$ cat src/rtl/trace_pkg.sv
// Shared defaults and the trace entry type for the store trace buffer.
package trace_pkg;

    localparam int          TRACE_AW        = 32;
    localparam int          TRACE_DW        = 32;
    localparam int          TRACE_DEPTH     = 8;
    localparam logic [31:0] TRACE_STOP_ADDR = 32'h0000_0008;

    // One captured store: byte address plus write data.
    typedef struct packed {
        logic [TRACE_AW-1:0] addr;
        logic [TRACE_DW-1:0] data;
    } trace_entry_t;

endpackage

$ cat src/rtl/store_trace_buffer_if.sv
// Store input bus and trace output stream of the store trace buffer.
// slave is the buffer itself; master is the processor/consumer side.
interface store_trace_buffer_if #(
    parameter int AW = 32,
    parameter int DW = 32
);

    logic          memwrite;
    logic [AW-1:0] dataadr;
    logic [DW-1:0] writedata;
    logic          out_valid;
    logic          out_ready;
    logic [AW-1:0] out_addr;
    logic [DW-1:0] out_data;

    modport slave (
        input  memwrite, dataadr, writedata, out_ready,
        output out_valid, out_addr, out_data
    );

    modport master (
        output memwrite, dataadr, writedata, out_ready,
        input  out_valid, out_addr, out_data
    );

endinterface

$ cat src/rtl/store_trace_buffer_sync_fifo.sv
// Synchronous FIFO: power-of-two depth, registered pointers, occupancy count.
// A push while full is only accepted when a pop frees the slot in the same cycle.
module sync_fifo #(
    parameter int DEPTH = 8,
    parameter int W     = 64
) (
    input  logic                   clk,
    input  logic                   reset,
    input  logic                   push,
    input  logic                   pop,
    input  logic [W-1:0]           wdata,
    output logic [W-1:0]           rdata,
    output logic [$clog2(DEPTH):0] count,
    output logic                   full,
    output logic                   empty
);

    localparam int PW = $clog2(DEPTH);
    localparam int CW = PW + 1;

    logic [W-1:0]  mem [DEPTH];
    logic [PW-1:0] wr_ptr;
    logic [PW-1:0] rd_ptr;
    logic          wr_en;
    logic          rd_en;

    assign full  = (count == CW'(DEPTH));
    assign empty = (count == '0);
    assign wr_en = push && (!full || pop);
    assign rd_en = pop && !empty;

    // Head entry straight from storage; the read pointer is registered.
    assign rdata = mem[rd_ptr];

    // Storage, pointers and occupancy update.
    always_ff @(posedge clk) begin
        if (reset) begin
            wr_ptr <= '0;
            rd_ptr <= '0;
            count  <= '0;
            // NOTE: storage is cleared so the head outputs read 0 after reset, never X.
            for (int i = 0; i < DEPTH; i++) begin
                mem[i] <= '0;
            end
        end else begin
            // NOTE: non-blocking so every register samples pre-edge values.
            if (wr_en) begin
                mem[wr_ptr] <= wdata;
                wr_ptr      <= wr_ptr + PW'(1);
            end
            if (rd_en) begin
                rd_ptr <= rd_ptr + PW'(1);
            end
            case ({wr_en, rd_en})
                2'b10:   count <= count + CW'(1);
                2'b01:   count <= count - CW'(1);
                default: count <= count;
            endcase
        end
    end

endmodule

$ cat src/rtl/store_trace_buffer.sv
// Captures processor stores into a FIFO, streams them out over valid/ready,
// counts dropped stores and latches the first store to STOP_ADDR.
module store_trace_buffer
    import trace_pkg::*;
#(
    parameter int            DEPTH     = TRACE_DEPTH,
    parameter int            AW        = TRACE_AW,
    parameter int            DW        = TRACE_DW,
    parameter logic [AW-1:0] STOP_ADDR = AW'(TRACE_STOP_ADDR)
) (
    input  logic                   clk,
    input  logic                   reset,
    store_trace_buffer_if.slave    bus,
    output logic [$clog2(DEPTH):0] count,
    output logic                   overflow,
    output logic [7:0]             drop_count,
    output logic                   stop_hit,
    output logic [DW-1:0]          stop_data
);

    typedef struct packed {
        logic [AW-1:0] addr;
        logic [DW-1:0] data;
    } entry_t;

    entry_t wr_entry;
    entry_t head;
    logic   full;
    logic   empty;
    logic   pop;
    logic   drop;
    logic   stop_match;

    assign wr_entry   = '{addr: bus.dataadr, data: bus.writedata};
    assign pop        = bus.out_valid && bus.out_ready;
    assign drop       = bus.memwrite && full && !pop;
    assign stop_match = bus.memwrite && (bus.dataadr == STOP_ADDR) && !stop_hit;

    assign bus.out_valid = !empty;
    assign bus.out_addr  = head.addr;
    assign bus.out_data  = head.data;

    sync_fifo #(
        .DEPTH (DEPTH),
        .W     ($bits(entry_t))
    ) u_fifo (
        .clk   (clk),
        .reset (reset),
        .push  (bus.memwrite),
        .pop   (pop),
        .wdata (wr_entry),
        .rdata (head),
        .count (count),
        .full  (full),
        .empty (empty)
    );

    // Drop accounting: sticky overflow flag and a saturating drop counter.
    always_ff @(posedge clk) begin
        if (reset) begin
            overflow   <= 1'b0;
            drop_count <= 8'd0;
        end else if (drop) begin
            overflow <= 1'b1;
            if (drop_count != 8'hFF) begin
                drop_count <= drop_count + 8'd1;
            end
        end
    end

    // Stop detection: first store to STOP_ADDR wins, whether or not it is buffered.
    always_ff @(posedge clk) begin
        if (reset) begin
            stop_hit  <= 1'b0;
            stop_data <= '0;
        end else if (stop_match) begin
            stop_hit  <= 1'b1;
            stop_data <= bus.writedata;
        end
    end

endmodule
$ cat src/flat_wrapper.sv
// flat-port wrapper written by rule: the top's interface ports become plain ports
module store_trace_buffer_flat import trace_pkg::*;
#(
    parameter int            DEPTH     = TRACE_DEPTH,
    parameter int            AW        = TRACE_AW,
    parameter int            DW        = TRACE_DW,
    parameter logic [AW-1:0] STOP_ADDR = AW'(TRACE_STOP_ADDR)
)
  (clk, reset, count, overflow, drop_count, stop_hit, stop_data, bus_memwrite, bus_dataadr, bus_writedata, bus_out_ready, bus_out_valid, bus_out_addr, bus_out_data);
  store_trace_buffer_if #(.AW(AW), .DW(DW)) bus_i ();
  input  logic clk;
  input  logic reset;
  output logic [$clog2(DEPTH):0] count;
  output logic overflow;
  output logic [7:0] drop_count;
  output logic stop_hit;
  output logic [DW-1:0] stop_data;
  input wire logic [$bits(bus_i.memwrite)-1:0] bus_memwrite;
  input wire logic [$bits(bus_i.dataadr)-1:0] bus_dataadr;
  input wire logic [$bits(bus_i.writedata)-1:0] bus_writedata;
  input wire logic [$bits(bus_i.out_ready)-1:0] bus_out_ready;
  output wire logic [$bits(bus_i.out_valid)-1:0] bus_out_valid;
  output wire logic [$bits(bus_i.out_addr)-1:0] bus_out_addr;
  output wire logic [$bits(bus_i.out_data)-1:0] bus_out_data;
  assign bus_i.memwrite = bus_memwrite;
  assign bus_i.dataadr = bus_dataadr;
  assign bus_i.writedata = bus_writedata;
  assign bus_i.out_ready = bus_out_ready;
  assign bus_out_valid = bus_i.out_valid;
  assign bus_out_addr = bus_i.out_addr;
  assign bus_out_data = bus_i.out_data;
  store_trace_buffer #(.DEPTH(DEPTH), .AW(AW), .DW(DW), .STOP_ADDR(STOP_ADDR)) u_core (.clk(clk), .reset(reset), .bus(bus_i), .count(count), .overflow(overflow), .drop_count(drop_count), .stop_hit(stop_hit), .stop_data(stop_data));
endmodule
$ cat config.mk
export PLATFORM = sky130hd
export DESIGN_NAME = store_trace_buffer_flat
export DESIGN_NICKNAME = d
export VERILOG_FILES = /design/src/rtl/trace_pkg.sv /design/src/rtl/store_trace_buffer_if.sv /design/src/rtl/store_trace_buffer_sync_fifo.sv /design/src/rtl/store_trace_buffer.sv /design/src/flat_wrapper.sv
export SDC_FILE = /design/constraint.sdc
export NUM_CORES = 1
export LEC_CHECK = 0
export CORE_UTILIZATION = 64
export CTS_CLUSTER_SIZE = 30
export DETAILED_ROUTE_END_ITERATION = 16
export PLACE_DENSITY = 0.86
export SLEW_MARGIN = 20
export SYNTH_ARGS = -nofsm -noshare
export SYNTH_HDL_FRONTEND = slang
export SYNTH_SLANG_ARGS = --single-unit
export TNS_END_PERCENT = 5
$ cat constraint.sdc
create_clock -name clk -period 7.3 [get_ports clk]
set_input_delay 0.73 -clock clk [delete_from_list [all_inputs] [get_ports clk]]
set_output_delay 0.73 -clock clk [all_outputs]
set_load 0.05 [all_outputs]
==> metrics.md <==
| Metric | Value |
|---|---|
| Status | finished clean |
| Setup Skew | 0.0120 ns |
| GP Congestion | between 0.7 and 0.8 |
| Sw Pwr | around 2.5 mW |
| Post-synth EDFFs | slightly above 500 |
| Register area share after synthesis | 0.655 |
| GRT Total Usage | 0.304 |
| Library cells used by synthesis | 39 |
| Fin Hold WS | 0.448 ns |
| Vias | roughly 15000 |
| Post-CTS setup buffers | 0 |
| Synth-to-layout area growth | 15.5% |
| Top cell type's share of synthesized area | 0.611 |
| Post-Synth Simple-Gate Area | 0.153 |
| PostCTS Resize Cnt | 0 |
| CTS H-tree depth | 2 |
| Syn_nets | ~1700 |
| Placed Instances | roughly 2200 |
| Placed Area | approximately 27000 sq um |
| Synth Area in XOR/XNOR | 0.00244 |
| Top post-synthesis cells by count | 512 x and2_1, 512 x edfxtp_1, 128 x mux4_2 |
| Syn Inst Count | 1617 |
| Synth warn | 0 |
| Wire length per cell | roughly 26 microns |
| Post-CTS Hold Fix Bufs | 0 |
| Share of cells above drive strength 1 | 0.176 |
| Slowest-stage cell, CP | clkdlybuf4s50_1 |
| Delay-heaviest family, CP | buffers and inverters |
| Die Wd | roughly 200 microns |
| Clock Power Share | 0.306 |
| Mux contribution to synthesized area | 0.144 |
| P per Cell Area | between 200 and 300 nW/um^2 |
| Global-route wire length before repair | ~90000 microns |
| FILL cells | ~2300 |
| Worst EP arrival | about 3.7 ns |
| Hold Crit Class | flip-flop to flip-flop |
| P_leak | between 10 and 15 nW |
| Synth area leader | edfxtp_1 |
| Max-slew violation count | 0 |
| Compound-Gate Fraction of Synth Area | 0.0230 |
| Core box area | 38700 sq um |
| Pwr Total | around 8.6 mW |
| Initial antenna violation count | 2 |
| Starting Density | 0.649 |
| Post-route ant nets | 0 |
| F_max | between 200 and 250 MHz |
| Post-synth ARST share | 0 |
| Sw Share | 0.294 |
| Slew Limit Headroom | 0.248 |
| IO Port Bufs | 178 |
| Req. time, crit path | roughly 6.6 ns |
| Worst Max-Slew Pin Slew | between 1 and 1.5 ns |
| # setup viols final | 0 |
| Final cycle utilization of the critical path | 0.611 |
| DRT Pass-1 Iters | 5 |
| Post-Syn Area | between 20000 and 30000 sq um |
| Ports | 179 |
| Crit-path max FO | 107 |
| Adder-cell share of the synthesized area | 0.00298 |
| Register area | ~16000 sq um |
| Final min period | 4.46 ns |
| Crit start category | flip-flop |
| Num CTS Buffers | 56 |
| Largest net degree at the start of global routing | about 110 |
| Detailed router's first-iteration violation count | between 1000 and 1500 |
| Flop pwr share | 0.442 |
| Clk pin slew, worst setup/hold paths | 0.06 ns |
| VDD IR-drop max | ~0.00028 V |
| Synth Register Bits | 567 |
| Crit path largest cell delay | 0.73 ns |
| Area contributors post-synth | edfxtp_1 61%, and2_1 13%, mux4_2 11%, dfxtp_1 4.4%, mux2_2 2.9% |
| GRT overflow | 0 |
| Layout net count | ~1800 |
| Clock latency on the worst-skew pair | between 0.6 and 0.7 ns |
| Combinational Power Share | 0.252 |
| Fin. Hold Viols | 0 |
| DR DRC count | 0 |
| Unrepaired setup endpoints after global routing | no |
| CP bufs+invs | 2 |
| CTS tree | built |
| Overall die height | approximately 200 microns |
| Crit end category | output pin |
| Die Area | between 40000 and 50000 sq um |
| Kind of critical path | flip-flop to output pin |
| Total Wirelength | between 60000 and 70000 microns |
| # clock sinks | 567 |
| Setup TNS | 0 ns |
| Max clock buf depth | 3 |
| Critical-path cell list | buf_12, mux4_2, mux2_2, clkdlybuf4s50_1 |
| Final Instance Area | approximately 29000 sq um |
| Multi-input logic area | between 8000 and 9000 sq um |
| Vias in the first global route | between 15000 and 20000 |
| Max cap viols | 0 |
| Post-DP HPWL | approximately 31000 microns |
| Root buf cell | clkbuf_16 |
| Int Pwr | 6.10 mW |
| Via density | ~6.4 |
| Final std cells w/o fill | about 2300 |
| Top FF cell, synth | edfxtp_1 |
| Largest family of logic cells by synthesized area | simple AND/OR/NAND/NOR gates |
| FP Rows | slightly above 70 |
| Syn avg cell area | between 15 and 20 sq um |
-- power by group through the flow --
stage / sequential, mW / combinational, mW / clock [mW]
after floorplan: 3.85 / 1.58 / 0
after global placement: 3.87 / 2.17 / 0
after detailed placement: 3.89 / 2.19 / 0
after CTS: 3.82 / 2.20 / 2.66
after global routing: 3.84 / 2.29 / 2.78
final: 3.82 / 2.18 / 2.64
-- cells in the final DEF (no fill, tap or decap), types with 2 or more instances in the layout --
| cell type | Yosys | final |
|---|---|---|
| dfxtp_1 | 55 | 52 |
| buf_4 | 0 | 25 |
| xor2_1 | 7 | 7 |
| nor2_4 | 0 | 3 |
| o211ai_1 | 2 | 2 |
| dfxtp_4 | 0 | 3 |
| diode_2 | 0 | 3 |
| clkbuf_1 | 102 | 14 |
| ha_1 | 6 | 6 |
| and2_1 | 512 | 512 |
| mux2i_1 | 2 | 2 |
| clkinv_2 | 0 | 15 |
| clkbuf_16 | 0 | 56 |
| nor4_1 | 6 | 5 |
| or2_4 | 0 | 8 |
| a21oi_1 | 45 | 45 |
| o41ai_1 | 2 | 2 |
| o31ai_1 | 35 | 35 |
| nor3_2 | 0 | 3 |
| and3_1 | 2 | 2 |
| nand3_1 | 10 | 9 |
| or4_1 | 6 | 6 |
| mux4_2 | 128 | 128 |
| edfxtp_1 | 512 | 512 |
| or3_1 | 4 | 4 |
| clkdlybuf4s50_1 | 0 | 177 |
| nand2_1 | 6 | 6 |
| inv_1 | 4 | 4 |
| nand4_1 | 34 | 34 |
| o21ai_0 | 7 | 7 |
| mux2_2 | 64 | 64 |
| clkinv_1 | 0 | 14 |
| nor4b_1 | 4 | 3 |
| nor2_1 | 19 | 16 |
-- sequential cells by signal (all words and copies together) (netlist names), named ones only --
signal                cells
u_core.u_fifo.wr_ptr      3
u_core.stop_data         32
u_core.u_fifo.mem       512
u_core.stop_hit           1
u_core.u_fifo.rd_ptr      3
u_core.overflow           1
u_core.u_fifo.count       4
u_core.drop_count         8
-- logic make-up after synthesis --
group / count (synthesis)
AND/OR/NAND/NOR: 622
flip-flops: 567
multiplexers: 194
buffers and inverters: 127
AO/OA/AOI/OAI: 94
XOR/XNOR: 7
adder cells (fa/ha/maj): 6
-- through the flow --
stage / utilization / worst slack (ns)
6_report: 0.750 / 2.84
2_1_floorplan: - / 4.31
4_1_cts: 0.750 / 2.75
3_3_place_gp: 0.707 / 3.11
5_1_grt: 0.750 / 2.64
3_5_place_dp: 0.707 / 3.09
-- worst paths after layout --
kind / start / depth (start not counted) / endpoint / slack [ns]
setup / recovery: flip-flop / 4 / bus_out_data[9] / 2.84
hold / removal: u_core.overflow$_SDFFE_PP0P_ / 2 / u_core.overflow$_SDFFE_PP0P_ / 0.45
setup reg to reg: u_core.u_fifo.count[1]$_SDFFE_PP0P_ / 6 / u_core.u_fifo.mem[6][18]$_SDFFCE_PN0P_ / 3.82
hold reg to reg: u_core.overflow$_SDFFE_PP0P_ / 2 / u_core.overflow$_SDFFE_PP0P_ / 0.45
-- worst reg2reg max path, cell delays in order, from the launching register on --
cell	delay [ns]
dfxtp_1	0.48
or3_4	0.21
o211ai_1	0.32
nor2_4	0.20
buf_4	0.67
or2_4	0.57
buf_4	0.64
-- layout make-up --
| cell class | instances | area share |
|---|---|---|
| inverters | 4 | 0.000517 |
| well taps | 518 | 0.0223 |
| repair buffers | 204 | 0.0683 |
| flip-flops and latches | 567 | 0.567 |
| clock buffers | 71 | 0.0505 |
| clock inverters | 33 | 0.00654 |
| multi-input cells | 923 | 0.284 |
| diodes | 3 | 0.000258 |
-- layer usage --
| layer | track usage | up-vias | share of wire |
|---|---|---|---|
| met3 | 0.0613 | 105 | 0.092 |
| met4 | 0.0897 | 0 | 0.022 |
| li1 | - | 6338 | - |
| met5 | 0 | - | 0 |
| met2 | 0.503 | 783 | 0.50 |
| met1 | 0.411 | 7583 | 0.39 |
Power figures use the tool's default switching activity.
